--- config.mk ---
export PLATFORM = sky130hd
export DESIGN_NAME = screen_mux_sync_flat
export DESIGN_NICKNAME = d
export VERILOG_FILES = /design/src/rtl/vga_pkg.sv /design/src/rtl/vga_if.sv /design/src/rtl/frame_edge_det.sv /design/src/rtl/screen_mux_sync.sv /design/src/flat_wrapper.sv
export SDC_FILE = /design/constraint.sdc
export NUM_CORES = 1
export LEC_CHECK = 0
export CAP_MARGIN = 25
export CORE_ASPECT_RATIO = 0.75
export CORE_UTILIZATION = 37
export DETAILED_ROUTE_END_ITERATION = 8
export PLACE_DENSITY_LB_ADDON = 0.05
export SLEW_MARGIN = 10
export SYNTH_ARGS = -nofsm -noshare
export SYNTH_HDL_FRONTEND = slang
export SYNTH_SLANG_ARGS = --single-unit
export TNS_END_PERCENT = 20
--- constraint.sdc ---
create_clock -name clk -period 2.7 [get_ports clk]
set_clock_uncertainty 0.1 [all_clocks]
set_input_delay 0.54 -clock clk [delete_from_list [all_inputs] [get_ports clk]]
set_output_delay 0.54 -clock clk [all_outputs]
set_load 0.01 [all_outputs]
--- src/rtl/vga_pkg.sv ---
// Shared VGA field widths and the screen-mux state type.
package vga_pkg;

  localparam int HCOUNT_W = 11;
  localparam int RGB_W    = 12;

  typedef enum logic [1:0] {
    SHOW  = 2'd0,
    ARMED = 2'd1,
    GAP   = 2'd2
  } mux_state_t;

endpackage

--- src/rtl/vga_if.sv ---
// One VGA stream: counters, sync/blank flags and pixel colour.
// The "out" side drives the stream, the "in" side consumes it.
interface vga_if;
  import vga_pkg::*;

  logic [HCOUNT_W-1:0] hcount;
  logic [HCOUNT_W-1:0] vcount;
  logic                hsync;
  logic                vsync;
  logic                hblnk;
  logic                vblnk;
  logic [RGB_W-1:0]    rgb;

  modport out (output hcount, vcount, hsync, vsync, hblnk, vblnk, rgb);
  modport in  (input  hcount, vcount, hsync, vsync, hblnk, vblnk, rgb);

endinterface

--- src/rtl/frame_edge_det.sv ---
// Flags the first pixel of a frame (hcount == 0 and vcount == 0) on the
// currently selected source's counters.
module frame_edge_det
  import vga_pkg::*;
(
  input  logic [HCOUNT_W-1:0] hcount,
  input  logic [HCOUNT_W-1:0] vcount,
  output logic                frame_start
);

  // Frame start is the single cycle at the origin of the raster.
  assign frame_start = (hcount == '0) && (vcount == '0);

endmodule

--- src/rtl/screen_mux_sync.sv ---
// Frame-synchronous VGA source multiplexer. A select request is armed and
// takes effect only at a frame start of the shown source, optionally after
// GAP_FRAMES black frames, so the picture never tears mid-frame.
//
// Request handshake: sel_valid is a one-cycle strobe that samples sel_req;
// there is no ready. Out-of-range requests, and requests equal to the
// shown source (except a cancel while ARMED), are dropped silently.
module screen_mux_sync
  import vga_pkg::*;
#(
  parameter int NUM_SRC    = 4,
  parameter int GAP_FRAMES = 1,
  parameter int SEL_W      = $clog2(NUM_SRC)
)
(
  input  logic                             clk,
  input  logic                             rst_n,
  input  logic [SEL_W-1:0]                 sel_req,
  input  logic                             sel_valid,
  input  logic [NUM_SRC-1:0][HCOUNT_W-1:0] src_hcount,
  input  logic [NUM_SRC-1:0][HCOUNT_W-1:0] src_vcount,
  input  logic [NUM_SRC-1:0]               src_hsync,
  input  logic [NUM_SRC-1:0]               src_vsync,
  input  logic [NUM_SRC-1:0]               src_hblnk,
  input  logic [NUM_SRC-1:0]               src_vblnk,
  input  logic [NUM_SRC-1:0][RGB_W-1:0]    src_rgb,
  vga_if.out                               bg_out,
  output logic [SEL_W-1:0]                 active_sel,
  output logic                             busy,
  output logic                             switch_done,
  output mux_state_t                       dbg_state
);

  localparam logic [SEL_W:0] SRC_LIMIT = (SEL_W+1)'(NUM_SRC);
  localparam logic [3:0]     GAP_INIT  = 4'(GAP_FRAMES);

  mux_state_t       state;
  logic [SEL_W-1:0] pending_sel;
  logic [3:0]       gap_cnt;

  logic             frame_start;
  logic             req_new;
  logic             cancel;
  logic             switch_now;
  logic             gap_enter;
  logic             blank_next;
  logic [SEL_W-1:0] pend_eff;
  logic [SEL_W-1:0] sel_mux;

  frame_edge_det u_edge (
    .hcount      (src_hcount[active_sel]),
    .vcount      (src_vcount[active_sel]),
    .frame_start (frame_start)
  );

  // Decode this cycle's request and decide whether the frame start switches,
  // enters the gap, or neither; a request in the same cycle already counts.
  always_comb begin
    req_new    = sel_valid && ({1'b0, sel_req} < SRC_LIMIT) && (sel_req != active_sel);
    cancel     = (state == ARMED) && sel_valid && (sel_req == active_sel);
    pend_eff   = req_new ? sel_req : pending_sel;
    switch_now = 1'b0;
    gap_enter  = 1'b0;
    if (frame_start && !cancel) begin
      if (state == ARMED) begin
        if (GAP_FRAMES == 0) switch_now = 1'b1;
        else                 gap_enter  = 1'b1;
      end else if ((state == GAP) && (gap_cnt == 4'd1)) begin
        switch_now = 1'b1;
      end
    end
    // The output register follows the source that will be active after this
    // edge, so the new source's first pixel lands on bg_out (0,0).
    sel_mux    = switch_now ? pend_eff : active_sel;
    blank_next = gap_enter || ((state == GAP) && !switch_now);
  end

  // Switch control FSM: arm on request, count gap frames, swap at frame start.
  always_ff @(posedge clk or negedge rst_n) begin
    if (!rst_n) begin
      state       <= SHOW;
      active_sel  <= '0;
      pending_sel <= '0;
      gap_cnt     <= '0;
      busy        <= 1'b0;
      switch_done <= 1'b0;
    end else begin
      switch_done <= switch_now;
      case (state)
        SHOW: begin
          if (req_new) begin
            pending_sel <= sel_req;
            state       <= ARMED;
            busy        <= 1'b1;
          end
        end
        ARMED: begin
          if (cancel) begin
            state <= SHOW;
            busy  <= 1'b0;
          end else begin
            pending_sel <= pend_eff;
            if (switch_now) begin
              active_sel <= pend_eff;
              state      <= SHOW;
              busy       <= 1'b0;
            end else if (gap_enter) begin
              gap_cnt <= GAP_INIT;
              state   <= GAP;
            end
          end
        end
        GAP: begin
          pending_sel <= pend_eff;
          if (switch_now) begin
            active_sel <= pend_eff;
            gap_cnt    <= '0;
            state      <= SHOW;
            busy       <= 1'b0;
          end else if (frame_start) begin
            gap_cnt <= gap_cnt - 4'd1;
          end
        end
        default: begin
          state <= SHOW;
          busy  <= 1'b0;
        end
      endcase
    end
  end

  // Registered output stream: timing always copied, colour blanked in gap.
  always_ff @(posedge clk or negedge rst_n) begin
    if (!rst_n) begin
      bg_out.hcount <= '0;
      bg_out.vcount <= '0;
      bg_out.hsync  <= 1'b0;
      bg_out.vsync  <= 1'b0;
      bg_out.hblnk  <= 1'b0;
      bg_out.vblnk  <= 1'b0;
      bg_out.rgb    <= '0;
    end else begin
      bg_out.hcount <= src_hcount[sel_mux];
      bg_out.vcount <= src_vcount[sel_mux];
      bg_out.hsync  <= src_hsync[sel_mux];
      bg_out.vsync  <= src_vsync[sel_mux];
      bg_out.hblnk  <= src_hblnk[sel_mux];
      bg_out.vblnk  <= src_vblnk[sel_mux];
      bg_out.rgb    <= blank_next ? '0 : src_rgb[sel_mux];
    end
  end

  assign dbg_state = state;

endmodule

--- src/flat_wrapper.sv ---
// flat-port wrapper written by rule: the top's interface ports become plain ports
module screen_mux_sync_flat import vga_pkg::*;
#(
  parameter int NUM_SRC    = 4,
  parameter int GAP_FRAMES = 1,
  parameter int SEL_W      = $clog2(NUM_SRC)
)
  (clk, rst_n, sel_req, sel_valid, src_hcount, src_vcount, src_hsync, src_vsync, src_hblnk, src_vblnk, src_rgb, active_sel, busy, switch_done, dbg_state, bg_out_hcount, bg_out_vcount, bg_out_hsync, bg_out_vsync, bg_out_hblnk, bg_out_vblnk, bg_out_rgb);
  vga_if bg_out_i ();
  input  logic clk;
  input  logic rst_n;
  input  logic [SEL_W-1:0] sel_req;
  input  logic sel_valid;
  input  logic [NUM_SRC-1:0][HCOUNT_W-1:0] src_hcount;
  input  logic [NUM_SRC-1:0][HCOUNT_W-1:0] src_vcount;
  input  logic [NUM_SRC-1:0] src_hsync;
  input  logic [NUM_SRC-1:0] src_vsync;
  input  logic [NUM_SRC-1:0] src_hblnk;
  input  logic [NUM_SRC-1:0] src_vblnk;
  input  logic [NUM_SRC-1:0][RGB_W-1:0] src_rgb;
  output logic [SEL_W-1:0] active_sel;
  output logic busy;
  output logic switch_done;
  output mux_state_t dbg_state;
  output wire logic [$bits(bg_out_i.hcount)-1:0] bg_out_hcount;
  output wire logic [$bits(bg_out_i.vcount)-1:0] bg_out_vcount;
  output wire logic [$bits(bg_out_i.hsync)-1:0] bg_out_hsync;
  output wire logic [$bits(bg_out_i.vsync)-1:0] bg_out_vsync;
  output wire logic [$bits(bg_out_i.hblnk)-1:0] bg_out_hblnk;
  output wire logic [$bits(bg_out_i.vblnk)-1:0] bg_out_vblnk;
  output wire logic [$bits(bg_out_i.rgb)-1:0] bg_out_rgb;
  assign bg_out_hcount = bg_out_i.hcount;
  assign bg_out_vcount = bg_out_i.vcount;
  assign bg_out_hsync = bg_out_i.hsync;
  assign bg_out_vsync = bg_out_i.vsync;
  assign bg_out_hblnk = bg_out_i.hblnk;
  assign bg_out_vblnk = bg_out_i.vblnk;
  assign bg_out_rgb = bg_out_i.rgb;
  screen_mux_sync #(.NUM_SRC(NUM_SRC), .GAP_FRAMES(GAP_FRAMES), .SEL_W(SEL_W)) u_core (.clk(clk), .rst_n(rst_n), .sel_req(sel_req), .sel_valid(sel_valid), .src_hcount(src_hcount), .src_vcount(src_vcount), .src_hsync(src_hsync), .src_vsync(src_vsync), .src_hblnk(src_hblnk), .src_vblnk(src_vblnk), .src_rgb(src_rgb), .bg_out(bg_out_i), .active_sel(active_sel), .busy(busy), .switch_done(switch_done), .dbg_state(dbg_state));
endmodule
==> impl_metrics.py <==
metrics = {
    "clock_tree": {
        "clk_latency_ns": 0.29,
        "htree_levels": 2,
        "cts.sinks": 50,
        "clock_path_buffers": 2,
        "clk_pin_slew_worst_paths_ns": 0.07,
        "cts_inserted_buffers": 5,
        "cts_hold_buffers": 0,
        "tritoncts": "built",
        "cts.root.buffer_cell": "clkbuf_16",
    },
    "die": {
        "die_x_um": 120,
        "die-area_um2": 10900,
        "start_util_pct": 38.0,
        "rows": 32,
        "io_pins": 201,
        "die_h_um": 90.8,
        "core_area_um2": 10200,
    },
    "synthesis": {
        "synth_edf_count": 0,
        "syn_area_um2": 3890,
        "syn_area_per_cell_um2": 9.29,
        "synth-seq-cells": 50,
        "synthFlopType": "dfrtp_1",
        "yosys.area.top_type_share_pct": 32.1,
        "synth.distinct_cells": 53,
        "netlist_instances": 419,
        "yosysTopAreaCell": "dfrtp_1",
        "yosys-top-cells-area": "dfrtp_1 (32%), mux2i_1 (20%), nand2_1 (6.0%)",
        "ys_warn_count": 0,
        "ys_async_sr_fraction_pct": 100,
        "yosysSeqAreaShare_pct": 32.1,
        "synth_nets": 582,
    },
    "routing": {
        "vias": 4813,
        "wl_per_cell_um": 19.4,
        "drt-initial-drc-count": 301,
        "routed_via_density": 5.70,
        "drt_wl_total_um": 16400,
        "first_pass_iters": 5,
        "detail-route-antenna-nets": 0,
        "drc": 0,
    },
    "pwr": {
        "comb_power_share_pct": 38.1,
        "intPower_mw": 1.78,
        "vdd_ir_drop_max_v": 0.000258,
        "switchingPower_mw": 0.784,
        "p_sw_share_pct": 30.6,
        "p_leak_nw": 3.69,
        "p_seq_share_pct": 33.0,
        "p_clk_share_pct": 28.9,
        "p_per_area_nw_per_um2": 335,
    },
    "setup_path": {
        "worst-path-buf-inv": 5,
        "cpMostUsedCell": "buf_6",
        "start_kind": "primary input",
        "slowest_delay_ns": 0.47,
        "cp.depth": 12,
        "critical-path-top-delay-family": "buffers and inverters",
        "slowest_stage": "clkdlybuf4s50_1",
        "worstSetupPathType": "in -> reg",
        "r2r_cells": 11,
        "crit_fanout": 8,
        "worstPathRequired_ns": 2.77,
        "crit_arrival_ns": 2.94,
        "path_cells": "clkdlybuf4s50_1 > nor4_1 > nand3_1 > o41a_1 > a2111oi_4 > buf_6 > buf_6 > buf_12 > buf_4 > nor4b_1 > a311oi_2 > o22ai_2",
        "cp-end-kind": "flop",
    },
    "placed_design": {
        "numPortBuffers": 200,
        "hpwl_um": 11300,
        "place.gp.congestion": 0.898,
        "dp.cells": 806,
        "placed_area_um2": 6690,
        "place_ws_ns": -0.754,
    },
    "timing": {
        "fin_hold_ws_ns": 0.0166,
        "hold_viol_final": 0,
        "final-setup-viol-count": 38,
        "rsz0062_at_grt": "true",
        "drv_slew": 0,
        "slew_headroom_pct": 60.0,
        "finalCritPeriodShare_pct": 106,
        "min_period_ns": 2.87,
        "tightest_slew_ns": 0.600,
        "finalSetupTns_ns": -2.71,
        "fmax_ghz": 0.349,
        "fin_ws_ns": -0.169,
    },
    "min_path": {
        "hp-class": "in -> async",
    },
    "layout": {
        "area_delta_synth_final_pct": 96.1,
        "diodes": 0,
        "drive_gt1_share_pct": 30.7,
        "fillers": 757,
        "multi_input_area_um2": 2880,
        "nNetsFinal": 871,
        "instances_no_fill": 845,
        "fin_area_um2": 7640,
        "seq_area_um2": 1250,
    },
    "grt": {
        "grt_use_total_pct": 29.9,
        "grt_antenna_before_repair": 0,
        "grt_pass1_vias": 4821,
        "gr-total-overflow": 0,
        "grt_pass1_wl_um": 25500,
        "grt_start_max_net_pins": 50,
    },
    "outcome": {
        "status": "complete, but fails checks",
        "violations": "negative setup slack",
    },
    "flow_run": {
        "cap_violations": 0,
    },
}
==> power groups by stage <==
stage | registers [mW] | clock network (mW) | logic [mW]
6_report | 0.846 | 0.740 | 0.975
5_1_grt | 0.852 | 0.778 | 1.06
4_1_cts | 0.844 | 0.750 | 0.917
3_5_place_dp | 0.854 | 0 | 0.907
3_3_place_gp | 0.854 | 0 | 0.892
2_1_floorplan | 0.869 | 0 | 0.340
==> Yosys cell counts (6+ instances only) <==
| cell | instances |
|---|---|
| a22oi_1 | 24 |
| a311oi_1 | 24 |
| buf_2 | 9 |
| clkbuf_1 | 20 |
| dfrtp_1 | 50 |
| ha_1 | 6 |
| inv_1 | 8 |
| mux2i_1 | 77 |
| nand2_1 | 62 |
| nor2_1 | 9 |
| nor3_1 | 6 |
| nor4_1 | 13 |
| nor4b_1 | 26 |
| o22ai_1 | 14 |
==> cell type report <==
class / instances / share of cell area (%)
clock buffers: 5 / 1.64
clock inverters: 3 / 0.524
inverters: 9 / 0.442
multi-input cells: 327 / 37.7
flip-flops and latches: 50 / 16.4
well taps: 136 / 2.23
repair buffers: 315 / 41.1
==> cells in the final DEF, fill, tap and decap left out, types with 9 or more instances in the layout <==
master / count
a311oi_2: 9
buf_2: 9
buf_4: 82
dlygate4sd2_1: 19
clkdlybuf4s50_1: 141
dfrtp_1: 48
nor4b_1: 23
dlymetal6s2s_1: 11
a22oi_1: 24
buf_12: 13
buf_6: 21
mux2i_1: 74
o22ai_2: 10
nand2_1: 59
a311oi_1: 14
==> timing repair <==
action | 4_1_cts | 5_1_grt
hold endpoints to repair | 0 | 0
gates resized for setup | 152 | 70
gates cloned | 6 | 1
pin swaps | 33 | 25
buffers inserted | 16 | 9
setup endpoints to repair | 44 | 42
==> layer usage <==
metal	share of wire, %	track usage (%)	wire, um
met1	43	40.5	7060
met2	49	49.4	8000
met3	6.6	5.11	1080
met4	1.5	7.10	241
met5	0	0	0
==> metrics by stage <==
stage / power, mW / util [%]
6_report: 2.56 / 74.5
5_1_grt: 2.69 / 74.5
4_1_cts: 2.51 / 71.4
3_5_place_dp: 1.76 / 65.3
3_3_place_gp: 1.75 / 65.3
2_1_floorplan: 1.21 / -
==> kinds of logic after synthesis <==
logic type               synth area share [%]
adder cells (fa/ha/maj)                  1.93
flip-flops                               32.1
XOR/XNOR                                0.450
AND/OR/NAND/NOR                          19.9
buffers and inverters                    5.11
AO/OA/AOI/OAI                            19.2
multiplexers                             21.2
==> flip-flops by register name, summed over array words and instances, names as in the netlist <==
signal,flops
u_core.active_sel,2
u_core.busy,1
u_core.bg_out.vsync,1
u_core.bg_out.rgb,12
u_core.bg_out.hcount,11
u_core.bg_out.vblnk,1
u_core.dbg_state,2
u_core.switch_done,1
u_core.bg_out.vcount,11
u_core.bg_out.hsync,1
u_core.pending_sel,2
u_core.gap_cnt,4
u_core.bg_out.hblnk,1
==> final timing paths <==
check                                     start                 endpoint  slack [ns]
max                              src_hcount[42]     u_core.bg_out.rgb[6]       -0.17
min                                       rst_n  u_core.bg_out.hcount[0]        0.02
max reg2reg                u_core.active_sel[0]     u_core.bg_out.rgb[6]       -0.09
min reg2reg                         u_core.busy              u_core.busy        0.40
max in group asynchronous                 rst_n     u_core.active_sel[0]        1.79
min in group clk                    u_core.busy              u_core.busy        0.40
No activity file was read; power rests on OpenSTA's default activity.
